[src/rtl/conv_cmd_issuer_if.sv]
// Command/status bundle between the host-side sequencer and its surroundings:
// run request in, accelerator Control/State handshake, progress and error flags out.
interface conv_cmd_issuer_if #(
    parameter int LAYER_W = 8
);
    logic               start;
    logic [LAYER_W-1:0] num_layers;
    logic               reload_para;
    logic [3:0]         State;
    logic [3:0]         Control;
    logic               busy;
    logic [LAYER_W-1:0] layer_idx;
    logic               para_done;
    logic               layer_done;
    logic               done;
    logic               error;

    modport master (
        output start, num_layers, reload_para, State,
        input  Control, busy, layer_idx, para_done, layer_done, done, error
    );

    modport slave (
        input  start, num_layers, reload_para, State,
        output Control, busy, layer_idx, para_done, layer_done, done, error
    );
endinterface

[src/rtl/conv_cmd_issuer.sv]
// Layer sequencer: issues load/compute commands on Control, waits for the
// accelerator's interrupt on State, acknowledges it, and repeats per layer.
module conv_cmd_issuer #(
    parameter int                   LAYER_W        = 8,
    parameter int                   TIMEOUT_W      = 24,
    parameter logic [TIMEOUT_W-1:0] TIMEOUT_CYCLES = 24'hFFFFFF
) (
    input  logic              clk,
    input  logic              rst,
    conv_cmd_issuer_if.slave  bus
);
    localparam logic [3:0] CMD_IDLE = 4'b0000;
    localparam logic [3:0] CMD_PARA = 4'b0001;
    localparam logic [3:0] CMD_COMP = 4'b0010;
    localparam logic [3:0] CMD_ACK  = 4'b1111;

    localparam logic [LAYER_W-1:0]   LAYER_ONE  = {{(LAYER_W-1){1'b0}}, 1'b1};
    localparam logic [TIMEOUT_W-1:0] WDOG_ONE   = {{(TIMEOUT_W-1){1'b0}}, 1'b1};
    localparam logic [TIMEOUT_W-1:0] WDOG_LIMIT = TIMEOUT_CYCLES - WDOG_ONE;

    typedef enum logic [3:0] {
        S_IDLE, S_P_REQ, S_P_WAIT, S_P_ACK, S_C_REQ, S_C_WAIT, S_C_ACK, S_DONE, S_ERR
    } state_t;

    state_t               r_state;
    state_t               w_next;
    logic [TIMEOUT_W-1:0] r_wdog;
    logic [LAYER_W-1:0]   r_num_layers;
    logic                 r_reload;
    logic [LAYER_W-1:0]   r_layer_idx;
    logic [3:0]           r_control;
    logic                 r_busy;
    logic                 r_para_done;
    logic                 r_layer_done;
    logic                 r_done;
    logic                 r_error;

    logic       w_in_hs;
    logic       w_timeout;
    logic       w_last;
    logic       w_start_ok;
    logic       w_para_ack;
    logic       w_layer_ack;
    logic [3:0] w_control;
    logic       w_busy;

    assign w_in_hs   = (r_state inside {S_P_REQ, S_P_WAIT, S_P_ACK, S_C_REQ, S_C_WAIT, S_C_ACK});
    assign w_timeout = w_in_hs && (r_wdog == WDOG_LIMIT);
    assign w_last    = (r_layer_idx == r_num_layers - LAYER_ONE);

    // Watchdog has priority over a State match in every handshake state.
    always_comb begin
        w_next      = r_state;
        w_start_ok  = 1'b0;
        w_para_ack  = 1'b0;
        w_layer_ack = 1'b0;
        case (r_state)
            S_IDLE: begin
                if (bus.start) begin
                    w_start_ok = 1'b1;
                    w_next     = (bus.num_layers == '0) ? S_DONE : S_P_REQ;
                end
            end
            S_P_REQ:  if (w_timeout) w_next = S_ERR;
                      else if (bus.State == CMD_PARA) w_next = S_P_WAIT;
            S_P_WAIT: if (w_timeout) w_next = S_ERR;
                      else if (bus.State == CMD_ACK) w_next = S_P_ACK;
            S_P_ACK: begin
                if (w_timeout) w_next = S_ERR;
                else if (bus.State == CMD_IDLE) begin
                    w_para_ack = 1'b1;
                    w_next     = S_C_REQ;
                end
            end
            S_C_REQ:  if (w_timeout) w_next = S_ERR;
                      else if (bus.State == CMD_COMP) w_next = S_C_WAIT;
            S_C_WAIT: if (w_timeout) w_next = S_ERR;
                      else if (bus.State == CMD_ACK) w_next = S_C_ACK;
            S_C_ACK: begin
                if (w_timeout) w_next = S_ERR;
                else if (bus.State == CMD_IDLE) begin
                    w_layer_ack = 1'b1;
                    if (w_last)        w_next = S_DONE;
                    else if (r_reload) w_next = S_P_REQ;
                    else               w_next = S_C_REQ;
                end
            end
            S_DONE:  w_next = S_IDLE;
            S_ERR:   w_next = S_IDLE;
            default: w_next = S_IDLE;
        endcase
    end

    // Outputs are decoded from the state being entered so they register with it.
    always_comb begin
        w_control = CMD_IDLE;
        w_busy    = 1'b0;
        case (w_next)
            S_P_REQ:  begin w_control = CMD_PARA; w_busy = 1'b1; end
            S_P_WAIT: w_busy = 1'b1;
            S_P_ACK:  begin w_control = CMD_ACK;  w_busy = 1'b1; end
            S_C_REQ:  begin w_control = CMD_COMP; w_busy = 1'b1; end
            S_C_WAIT: w_busy = 1'b1;
            S_C_ACK:  begin w_control = CMD_ACK;  w_busy = 1'b1; end
            default:  begin w_control = CMD_IDLE; w_busy = 1'b0; end
        endcase
    end

    always_ff @(posedge clk) begin
        if (rst) begin
            r_state      <= S_IDLE;
            r_wdog       <= '0;
            r_layer_idx  <= '0;
            r_control    <= CMD_IDLE;
            r_busy       <= 1'b0;
            r_para_done  <= 1'b0;
            r_layer_done <= 1'b0;
            r_done       <= 1'b0;
            r_error      <= 1'b0;
        end else begin
            r_state      <= w_next;
            r_control    <= w_control;
            r_busy       <= w_busy;
            r_para_done  <= w_para_ack;
            r_layer_done <= w_layer_ack;
            r_done       <= (r_state == S_DONE);
            if (w_next != r_state) r_wdog <= '0;
            else if (w_in_hs)      r_wdog <= r_wdog + WDOG_ONE;
            else                   r_wdog <= '0;
            if (w_start_ok)             r_error <= 1'b0;
            else if (w_next == S_ERR)   r_error <= 1'b1;
            if (w_start_ok)                    r_layer_idx <= '0;
            else if (w_layer_ack && !w_last)   r_layer_idx <= r_layer_idx + LAYER_ONE;
        end
    end

    // Run configuration needs no reset: it is only consulted after a start captures it.
    always_ff @(posedge clk) begin
        if (w_start_ok) begin
            r_num_layers <= bus.num_layers;
            r_reload     <= bus.reload_para;
        end
    end

    assign bus.Control    = r_control;
    assign bus.busy       = r_busy;
    assign bus.layer_idx  = r_layer_idx;
    assign bus.para_done  = r_para_done;
    assign bus.layer_done = r_layer_done;
    assign bus.done       = r_done;
    assign bus.error      = r_error;
endmodule

[src/flat_wrapper.sv]
// flat-port wrapper written by rule: the top's interface ports become plain ports
module conv_cmd_issuer_flat 
#(
    parameter int                   LAYER_W        = 8,
    parameter int                   TIMEOUT_W      = 24,
    parameter logic [TIMEOUT_W-1:0] TIMEOUT_CYCLES = 24'hFFFFFF
)
  (clk, rst, bus_start, bus_num_layers, bus_reload_para, bus_State, bus_Control, bus_busy, bus_layer_idx, bus_para_done, bus_layer_done, bus_done, bus_error);
  conv_cmd_issuer_if #(.LAYER_W(LAYER_W)) bus_i ();
  input  logic clk;
  input  logic rst;
  input wire logic [$bits(bus_i.start)-1:0] bus_start;
  input wire logic [$bits(bus_i.num_layers)-1:0] bus_num_layers;
  input wire logic [$bits(bus_i.reload_para)-1:0] bus_reload_para;
  input wire logic [$bits(bus_i.State)-1:0] bus_State;
  output wire logic [$bits(bus_i.Control)-1:0] bus_Control;
  output wire logic [$bits(bus_i.busy)-1:0] bus_busy;
  output wire logic [$bits(bus_i.layer_idx)-1:0] bus_layer_idx;
  output wire logic [$bits(bus_i.para_done)-1:0] bus_para_done;
  output wire logic [$bits(bus_i.layer_done)-1:0] bus_layer_done;
  output wire logic [$bits(bus_i.done)-1:0] bus_done;
  output wire logic [$bits(bus_i.error)-1:0] bus_error;
  assign bus_i.start = bus_start;
  assign bus_i.num_layers = bus_num_layers;
  assign bus_i.reload_para = bus_reload_para;
  assign bus_i.State = bus_State;
  assign bus_Control = bus_i.Control;
  assign bus_busy = bus_i.busy;
  assign bus_layer_idx = bus_i.layer_idx;
  assign bus_para_done = bus_i.para_done;
  assign bus_layer_done = bus_i.layer_done;
  assign bus_done = bus_i.done;
  assign bus_error = bus_i.error;
  conv_cmd_issuer #(.LAYER_W(LAYER_W), .TIMEOUT_W(TIMEOUT_W), .TIMEOUT_CYCLES(TIMEOUT_CYCLES)) u_core (.clk(clk), .rst(rst), .bus(bus_i));
endmodule
[config.mk]
export PLATFORM = sky130hd
export DESIGN_NAME = conv_cmd_issuer_flat
export DESIGN_NICKNAME = d
export VERILOG_FILES = /design/src/rtl/conv_cmd_issuer_if.sv /design/src/rtl/conv_cmd_issuer.sv /design/src/flat_wrapper.sv
export SDC_FILE = /design/constraint.sdc
export NUM_CORES = 1
export LEC_CHECK = 0
export CAP_MARGIN = 10
export CORE_MARGIN = 4
export CORE_UTILIZATION = 49
export DETAILED_ROUTE_END_ITERATION = 6
export GPL_TIMING_DRIVEN = 0
export HOLD_SLACK_MARGIN = 0.02
export PLACE_DENSITY = 0.76
export SLEW_MARGIN = 5
export SYNTH_ARGS = -nofsm -noshare
export SYNTH_HDL_FRONTEND = slang
export SYNTH_SLANG_ARGS = --single-unit
[constraint.sdc]
create_clock -name clk -period 5.3 [get_ports clk]
set_clock_uncertainty 0.15 [all_clocks]
set_input_delay 0.53 -clock clk [delete_from_list [all_inputs] [get_ports clk]]
set_output_delay 0.53 -clock clk [all_outputs]
set_load 0.01 [all_outputs]
[Yosys cells after proc, flatten, opt, wreduce, memory -nomap -nowiden]
Cells that the tools add are included.
Operators by class
  add/subtract/negate cells: 3
  equality and inequality tests: 20
  mux-type cells: 24
  bitwise operators: 2
  reductions and logical operators: 12
Operators with widths (count)
  2-to-1 mux 4 bit: 14
  equality test 4 x 3 -> 1 bit (second input constant): 7
  one-hot mux 4 bit (7 select lines): 1
  adder 24 x 1 -> 24 bit (second input constant): 1
  equality test 24 bit (second input constant): 1
  equality test 4 x 2 -> 1 bit (second input constant): 5
  equality test 4 x 1 -> 1 bit (second input constant): 3
  one-hot mux 4 bit (3 select lines): 1
  adder 8 x 1 -> 8 bit (second input constant): 1
  equality test 4 bit (second input constant): 2
  equality test 8 bit: 1
  logical NOT 4 bit: 2
  logical NOT 8 bit: 1
  subtractor 8 x 1 -> 8 bit (second input constant): 1
  2-to-1 mux 1 bit: 6
  2-to-1 mux 3 bit: 2
  nonzero test 6 bit: 1
  OR reduction 2 bit: 3
  OR reduction 6 bit: 1
  inequality test 4 bit: 1
  OR reduction 3 bit: 1
  logical AND 1 bit: 2
  inverter 1 bit: 2
  logical NOT 1 bit: 1
Word-level totals
  register bits after elaboration: 54
  logic and storage cells: 72

[Logic depth before layout (Yosys ltp)]
Gate-level depths: netlist (run 1).
  depth in word-level cells: 9
  gate-level depth with buffers: 10
  depth with buffers taken out: 9

[Worst setup path after synthesis (run 1)]
Ideal clock, no wire load.
  kind: register -> register
  start: register u_core.r_num_layers[0]
  end: register u_core.r_control[1], in the netlist u_core.bus.Control[1]
  library setup time: 0.080 ns
  data arrival time: 2.369 ns
  data required time: 5.070 ns
  setup slack: 2.701 ns
  cell stages (with the launch flop): 10
  path buffers: 0
  period minus slack after synthesis: 2.599 ns
  cells stage by stage: edfxtp_1 inv_1 ha_1 nand2b_1 a21o_1 a311oi_2 o211ai_4 o211a_1 or4b_4 a211oi_2
On the way
  cells in the longest elaborated chain, start to end: 9
  elaborated cells between the ends (all ways): 12
  classes of those cells: 1 x add/sub; 5 x eq/ne; 5 x mux; 1 x reduce/logical
RTL lines
  from (decl): RTL line conv_cmd_issuer.sv:28  | logic [LAYER_W-1:0] r_num_layers;
  from (signal assigned): RTL line conv_cmd_issuer.sv:140  | r_num_layers <= bus.num_layers;
  subtractor 8 x 1 -> 8 bit (*): RTL line conv_cmd_issuer.sv:49  | assign w_last = (r_layer_idx == r_num_layers - LAYER_ONE);
  equality test 8 bit (*): RTL line conv_cmd_issuer.sv:49
  2-to-1 mux 4 bit (*): RTL line conv_cmd_issuer.sv:83  | if (w_last) w_next = S_DONE;
  2-to-1 mux 4 bit (*): RTL line conv_cmd_issuer.sv:81  | else if (bus.State == CMD_IDLE) begin
  2-to-1 mux 4 bit (*): RTL line conv_cmd_issuer.sv:80  | if (w_timeout) w_next = S_ERR;
  one-hot mux 4 bit (7 select lines) (*): RTL line conv_cmd_issuer.sv:57  | case (r_state)
  equality test 4 x 2 -> 1 bit or equality test 4 x 3 -> 1 bit (tied branches): RTL line conv_cmd_issuer.sv:98  | case (w_next)
  OR reduction 2 bit (no line)
  one-hot mux 4 bit (3 select lines) (*): RTL line conv_cmd_issuer.sv:98
  to (signal assigned): RTL line conv_cmd_issuer.sv:122  | r_control <= w_control;
  to (decl): RTL line conv_cmd_issuer.sv:31  | logic [3:0] r_control;
Mark *: on every way between the ends. The rest lies on a longest branch, timed or not.
A chain may end at the register's enable or synchronous reset.

[Worst setup path in the final report (run 1)]
  start: input port bus_State[1]
  end: register u_core.r_wdog[23]
On the way
  cells in the longest elaborated chain, start to end: 6
  elaborated cells between the ends (all ways): 19
  classes of those cells: 4 x eq/ne; 13 x mux; 2 x reduce/logical
RTL lines
  from (decl): RTL line flat_wrapper.sv:15  | input wire logic [$bits(bus_i.State)-1:0] bus_State;
  equality test 4 bit (tied with other cells): RTL line conv_cmd_issuer.sv:67, conv_cmd_issuer.sv:78
  2-to-1 mux 4 bit (tied with other cells): RTL line conv_cmd_issuer.sv:78  | else if (bus.State == CMD_ACK) w_next = S_C_ACK;
  2-to-1 mux 4 bit (tied with other cells): RTL line conv_cmd_issuer.sv:77  | S_C_WAIT: if (w_timeout) w_next = S_ERR;
  one-hot mux 4 bit (7 select lines) (*): RTL line conv_cmd_issuer.sv:57
  inequality test 4 bit (*): RTL line conv_cmd_issuer.sv:127  | if (w_next != r_state) r_wdog <= '0;
  OR reduction 3 bit (no line) (*)
  to (signal assigned): RTL line conv_cmd_issuer.sv:128  | else if (w_in_hs) r_wdog <= r_wdog + WDOG_ONE;
  to (decl): RTL line conv_cmd_issuer.sv:27  | logic [TIMEOUT_W-1:0] r_wdog;
Marks and branches as above.

==> run_results.csv, run 1 <==
group,metric,value,unit
run_status,run_status,"complete, no violations",
timing,worst-slew-pin-transition,754,ps
flow_run,max_cap_viol_count,0,
clocking,cts_sinks,53,
floorplan,ios,33,
timing,timing.fmax,0.311,GHz
setup_path,timing_worst_setup_path_type,"in2reg",
clocking,cts.htree.levels,2,
timing,max_slew_margin,49.3,%
timing,finalHoldWorstSlack,364,ps
setup_path,worst-path-max-fanout,10,
power,worst_ir_drop_vdd,0.154,mV
grt,grt_antenna_before_repair,0,
grt,maximum_number_of_pins_on_one_net_before_global_route_repair,17,
worst_hold_path,holdCritPathClass,"reg2reg",
placed_design,io_buffer_count,32,
floorplan,std_cell_rows,26,
yosys,number_of_synthesized_flops_with_an_enable_pin,9,
routing,totalWireLength,5530,um
routing,remaining_drc_errors,0,
placed_design,routabilityCongestion,0.851,
final_layout,post-route-util,60.9,%
placed_design,dp_wirelength,4140,um
timing,min_period,3220,ps
grt,first_global_vias,2155,
final_layout,syn_to_final_growth,18.5,%
clocking,cts_tree,"done",
grt,grt_total_ovfl,0,
final_layout,share_of_layout_cells_above_drive_strength_1,7.44,%
routing,vias,2221,
setup_path,crit_path_frequent_cell,"sky130_fd_sc_hd__a21oi_1",
setup_path,worst_path_required_time,5350,ps
clocking,cts_hold_buf,0,
routing,firstDrtPassIters,4,
yosys,syn-num-nets,316,
clocking,clk-insertion-delay-late,300,ps
placed_design,preCtsSetupSlack,1760,ps
yosys,synth.avg_cell_area,9.04,um2
final_layout,mostFrequentLayoutCells,"sky130_fd_sc_hd__nor2_1, sky130_fd_sc_hd__dfxtp_1, sky130_fd_sc_hd__clkdlybuf4s50_1, sky130_fd_sc_hd__xor2_1, sky130_fd_sc_hd__nand2_1",
yosys,synth_cell_type_count,54,
yosys,synth-seq-area-share,43.0,%
setup_path,crit_slowest_cell,"sky130_fd_sc_hd__clkdlybuf4s50_1",
clocking,cts_buffers,5,
timing,setup-tns-final,0,ps
grt,track_usage,18.3,%
clocking,cts.repair_timing.setup_buffer_count,0,
routing,post_drt_via_cell_ratio,5.47,
timing,report.final.hold_viol_count,0,
final_layout,most_common_library_cell_in_the_layout_ignoring_fill_and_taps,"sky130_fd_sc_hd__nor2_1",
timing,final.setup.worst_slack,2080,ps
floorplan,core-area,5200,um2
yosys,ys_ff_latch,53,
routing,ant_nets,0,
floorplan,initial_utilization,51.4,%
yosys,gate_count_post_synth,296,
grt,grt_first_pass_wirelength,9670,um
yosys,synthesis.yosys.warnings,0,
placed_design,placed_area,3080,um2
timing,timing_max_transition_violations_final,0,
final_layout,layout.filler_cells,458,
floorplan,floorplan.die.width,81.9,um
timing,final_min_period_over_clock_period,60.7,%
yosys,synth_async_sr_flop_share,0,%
timing,rsz0062_at_grt,"no",
setup_path,cp.arrival,3270,ps
setup_path,critical_path.max_stage_delay,530,ps
clocking,clkSlewWorstSetupHoldPaths,90,ps
clocking,post_cts.resized_instances,0,
final_layout,insertedDiodeCount,0,
power,static-leakage-power,1.06,nW
yosys,post_synth_instance_area,2680,um2
clocking,clk_path_buf_depth,2,
setup_path,path_cells,"clkdlybuf4s50_1 -> nor4_1 -> nand2_1 -> a21oi_1 -> a21oi_1 -> o2111a_1 -> o221ai_1 -> buf_2 -> nor2_1",
clocking,cts-root-buf,"sky130_fd_sc_hd__clkbuf_8",
final_layout,finish.net_count,355,
floorplan,floorplan.die_area,6710,um2
timing,setup_viol,0,
final_layout,fin_area,3170,um2
yosys,synth-main-ff-cell,"sky130_fd_sc_hd__dfxtp_1",
routing,drt_iter0_drc,116,
setup_path,end_kind,"register",
routing,post_drt_wl_per_cell,13.6,um
setup_path,critPathLaunchType,"primary input",
power,p_per_area,226,nW/um2
floorplan,die-height,81.9,um
[Yosys cell counts, types with 5 or more instances]
| library cell | n | area share [%] |
|---|---|---|
| sky130_fd_sc_hd__o21ai_0 | 5 | 0.94 |
| sky130_fd_sc_hd__nand3_1 | 16 | 3.0 |
| sky130_fd_sc_hd__and3_1 | 7 | 1.6 |
| sky130_fd_sc_hd__a21oi_1 | 16 | 3.0 |
| sky130_fd_sc_hd__nand2_1 | 22 | 3.1 |
| sky130_fd_sc_hd__xnor2_1 | 9 | 2.9 |
| sky130_fd_sc_hd__dfxtp_1 | 44 | 33 |
| sky130_fd_sc_hd__edfxtp_1 | 9 | 10 |
| sky130_fd_sc_hd__nand4_1 | 12 | 2.8 |
| sky130_fd_sc_hd__nor4_1 | 5 | 1.2 |
| sky130_fd_sc_hd__or3_1 | 6 | 1.4 |
| sky130_fd_sc_hd__inv_1 | 8 | 1.1 |
| sky130_fd_sc_hd__nor2_1 | 48 | 6.7 |
| sky130_fd_sc_hd__xor2_1 | 24 | 7.9 |
[cell type report]
cell class	instances	area, um2	share of cell area, %
Buffer	8	38.8	1.22
Timing Repair Buffer	32	320	10.1
Tap cell	70	87.6	2.76
Inverter	8	30.0	0.947
Sequential cell	53	1150	36.3
Clock inverter	2	13.8	0.434
Clock buffer	6	72.6	2.29
Multi-Input combinational cell	227	1460	45.9
[final timing paths]
kind	startpoint	endpoint	slack, ps	cells past startpoint
max reg2reg	u_core.r_num_layers[0]	u_core.r_wdog[23]	2410	10
min reg2reg	u_core.r_wdog[0]	u_core.r_wdog[0]	360	1
max	bus_State[1]	u_core.r_wdog[23]	2080	9
min	u_core.r_wdog[0]	u_core.r_wdog[0]	360	1
[kinds of logic after synthesis]
| logic type | Yosys count | share of synthesized area (%) |
|---|---|---|
| simple gates | 145 | 28.9 |
| flops | 53 | 43.0 |
| compound gates | 43 | 12.1 |
| xor+xnor | 33 | 10.8 |
| buf+inv | 16 | 2.57 |
| fa+ha+maj | 4 | 1.87 |
| mux | 2 | 0.748 |
[where the power goes]
group	internal [W]	leakage, nW	switching, W
Combinational	0.0000300	0.570	0.0000333
Clock	0.0000945	0.0456	0.000132
Sequential	0.000418	0.441	0.00000743
Total	0.000542	1.06	0.000173
[per-stage QoR]
stage | total power [W] | std cells
final | 0.000715 | 406
after global routing | 0.000749 | 406
after CTS | 0.000722 | 406
after detailed placement | 0.000497 | 398
after global placement | 0.000496 | 398
after floorplan | 0.000470 | 296
[worst max-delay path, delay by kind of cell]
kind / cells / cell delay, ps
compound gates: 4 / 1170
buf+inv: 2 / 850
simple gates: 3 / 700
[sequential cells by signal, indices dropped and copies added (netlist names)]
signal	count
u_core.r_reload	1
u_core.bus.done	1
u_core.bus.Control	3
u_core.r_state	4
u_core.bus.error	1
u_core.r_num_layers	8
u_core.bus.layer_done	1
u_core.bus.layer_idx	8
u_core.bus.para_done	1
u_core.r_wdog	24
u_core.bus.busy	1
[per-layer routing]
| layer | global-route usage [%] | wire (um) |
|---|---|---|
| met5 | 0 | 0 |
| met4 | 4.32 | 25 |
| met3 | 3.95 | 232 |
| met2 | 31.3 | 2640 |
| met1 | 23.3 | 2630 |
No activity file was read; power rests on OpenSTA's default activity.
==> run 2: changes to the inputs <==
--- a/config.mk
+++ b/config.mk
@@ -11,7 +11,7 @@
 export DETAILED_ROUTE_END_ITERATION = 6
 export GPL_TIMING_DRIVEN = 0
 export HOLD_SLACK_MARGIN = 0.02
-export PLACE_DENSITY = 0.76
+export PLACE_DENSITY = 0.79
 export SLEW_MARGIN = 5
 export SYNTH_ARGS = -nofsm -noshare
 export SYNTH_HDL_FRONTEND = slang
==> constraint.sdc (replaced) <==
create_clock -name clk -period 2.7 [get_ports clk]
set_clock_uncertainty 0.15 [all_clocks]
set_input_delay 0.27 -clock clk [delete_from_list [all_inputs] [get_ports clk]]
set_output_delay 0.27 -clock clk [all_outputs]
set_load 0.01 [all_outputs]
==> run 2 against run 1 <==
  * Clock power grew 130%
  * Register-to-register slack lost 2400 ps
  * Setup slack lost 2100 ps
  * Critical path depth is the same
  * Global-route usage grew 0.65 points
  * Critical path type is now reg2reg
  * Critical endpoint is now u_core.bus.layer_idx[6]
  * Final area grew 6.9%
  * Sequential cell count is the same
==> run_results.csv, run 2 (synthesized netlist as in run 1, its figures left out) <==
group,metric,value,unit
setup_path,end_kind,"register",
placed_design,placed_area,3080,um2
power,worst_ir_drop_vdd,0.310,mV
grt,first_global_vias,2191,
setup_path,critical_path_buf_inv_count,2,
floorplan,std_cell_rows,26,
routing,totalWireLength,6090,um
placed_design,routabilityCongestion,0.859,
setup_path,critical_path.max_stage_delay,440,ps
power,p_per_area,442,nW/um2
clocking,cts_buffers,5,
grt,grt_total_ovfl,0,
final_layout,mostFrequentLayoutCells,"sky130_fd_sc_hd__nor2_1, sky130_fd_sc_hd__dfxtp_1, sky130_fd_sc_hd__clkdlybuf4s50_1, sky130_fd_sc_hd__xor2_1, sky130_fd_sc_hd__nand2_1",
floorplan,floorplan.die_area,6710,um2
clocking,clk_path_buf_depth,2,
timing,timing_max_transition_violations_final,0,
timing,final_min_period_over_clock_period,99.7,%
setup_path,critPathLaunchType,"register",
final_layout,fin_area,3390,um2
routing,post_drt_via_cell_ratio,5.64,
setup_path,cp.arrival,2790,ps
routing,remaining_drc_errors,0,
timing,max_slew_margin,53.1,%
run_status,run_status,"complete, no violations",
timing,setup_viol,0,
final_layout,finish.net_count,363,
floorplan,core-area,5200,um2
floorplan,die-height,81.9,um
routing,firstDrtPassIters,4,
grt,track_usage,18.9,%
worst_hold_path,holdCritPathClass,"reg2reg",
placed_design,preCtsSetupSlack,-596,ps
final_layout,largest_reg_flops,24,
final_layout,most_common_library_cell_in_the_layout_ignoring_fill_and_taps,"sky130_fd_sc_hd__nor2_1",
clocking,cts_hold_buf,0,
grt,maximum_number_of_pins_on_one_net_before_global_route_repair,18,
timing,report.final.hold_viol_count,0,
setup_path,worst_path_required_time,2800,ps
grt,grt_antenna_before_repair,0,
floorplan,initial_utilization,51.4,%
placed_design,io_buffer_count,32,
timing,min_period,2690,ps
power,static-leakage-power,1.15,nW
clocking,cts_tree,"done",
clocking,clkSlewWorstSetupHoldPaths,100,ps
routing,vias,2336,
final_layout,syn_to_final_growth,26.7,%
clocking,clk-insertion-delay-late,320,ps
timing,worst-slew-pin-transition,697,ps
timing,final.setup.worst_slack,9.03,ps
final_layout,insertedDiodeCount,0,
floorplan,ios,33,
timing,rsz0062_at_grt,"yes",
flow_run,max_cap_viol_count,0,
clocking,cts-root-buf,"sky130_fd_sc_hd__clkbuf_8",
timing,timing.fmax,0.372,GHz
setup_path,path_cells,"buf_6 -> nor3_4 -> a221o_1 -> o311ai_4 -> o211ai_4 -> buf_6 -> nand4_1 -> or3_4 -> a21oi_2",
floorplan,floorplan.die.width,81.9,um
routing,post_drt_wl_per_cell,14.7,um
grt,grt_first_pass_wirelength,9960,um
setup_path,crit_path_frequent_cell,"sky130_fd_sc_hd__buf_6",
final_layout,max_flop_register,"u_core.r_wdog",
final_layout,share_of_layout_cells_above_drive_strength_1,14.5,%
setup_path,cp_delay_by_family_top,"simple AND/OR/NAND/NOR gates",
routing,drt_iter0_drc,104,
routing,ant_nets,0,
clocking,cts_sinks,53,
setup_path,crit_slowest_cell,"sky130_fd_sc_hd__edfxtp_1",
placed_design,dp_wirelength,4180,um
clocking,cts.htree.levels,2,
setup_path,timing_worst_setup_path_type,"reg2reg",
setup_path,worst-path-max-fanout,6,
## run 2: cell count changes in the layout (fill, tap and decap cells not counted), sizes merged
cell      previous run  this run
buf                  5        11
clkbuf               9        11
clkinvlp             0         1
inv                  9         8
## run 2: timing repair
item | 4_1_cts | 5_1_grt
resized for setup | 5 | 23
setup buffers | 3 | 5
pin swaps | 2 | 14
setup endpoints to repair | 23 | 26
## run 2: path summary, 6_finish.rpt
kind                     startpoint                 endpoint  slack [ps]  depth (start not counted)
min reg2reg        u_core.r_wdog[0]         u_core.r_wdog[0]         340                          1
max reg2reg  u_core.r_num_layers[0]  u_core.bus.layer_idx[6]           9                          9
min                u_core.r_wdog[0]         u_core.r_wdog[0]         340                          1
max          u_core.r_num_layers[0]  u_core.bus.layer_idx[6]           9                          9
## run 2: routing by layer
layer  GRT usage [%]  part of all wire, %  routed length (um)
met3            3.62                  5.8                 353
met1            24.1                   43                2620
met4            6.31                  2.3                 142
met2            32.0                   49                2980
met5               0                    0                   0
## run 2: metrics by stage
stage | util (%) | hold WS (ps) | setup TNS, ps | std cells | total power (W)
floorplan | - | 219 | 0 | 296 | 0.000923
detailed placement | 59.2 | 324 | -15110 | 398 | 0.000976
CTS | 62.3 | 348 | 0 | 409 | 0.00149
global placement | 59.2 | 312 | -13770 | 398 | 0.000972
finish | 65.1 | 344 | 0 | 414 | 0.00150
global route | 65.1 | 370 | -1820 | 414 | 0.00156
## run 2: power breakdown
part / switching (W) / total, W / internal (W)
Sequential: 0.0000153 / 0.000835 / 0.000820
Combinational: 0.0000771 / 0.000152 / 0.0000746
Clock: 0.000271 / 0.000511 / 0.000240
## run 2: layout make-up
class | instances | area, um2
Sequential cell | 53 | 1150
Inverter | 8 | 30.0
Clock inverter | 2 | 16.3
Timing Repair Buffer | 40 | 388
Clock buffer | 6 | 93.8
Tap cell | 70 | 87.6
Multi-Input combinational cell | 227 | 1580
Fill cell | 426 | 1820
Buffer | 8 | 45.0
## run 2: worst reg2reg max path: cells and delay by family, from the launching register on
family | cells | cell delay, ps
AND/OR/NAND/NOR | 3 | 880
flip-flops | 1 | 440
buffers and inverters | 2 | 320
AO/OA/AOI/OAI | 4 | 830
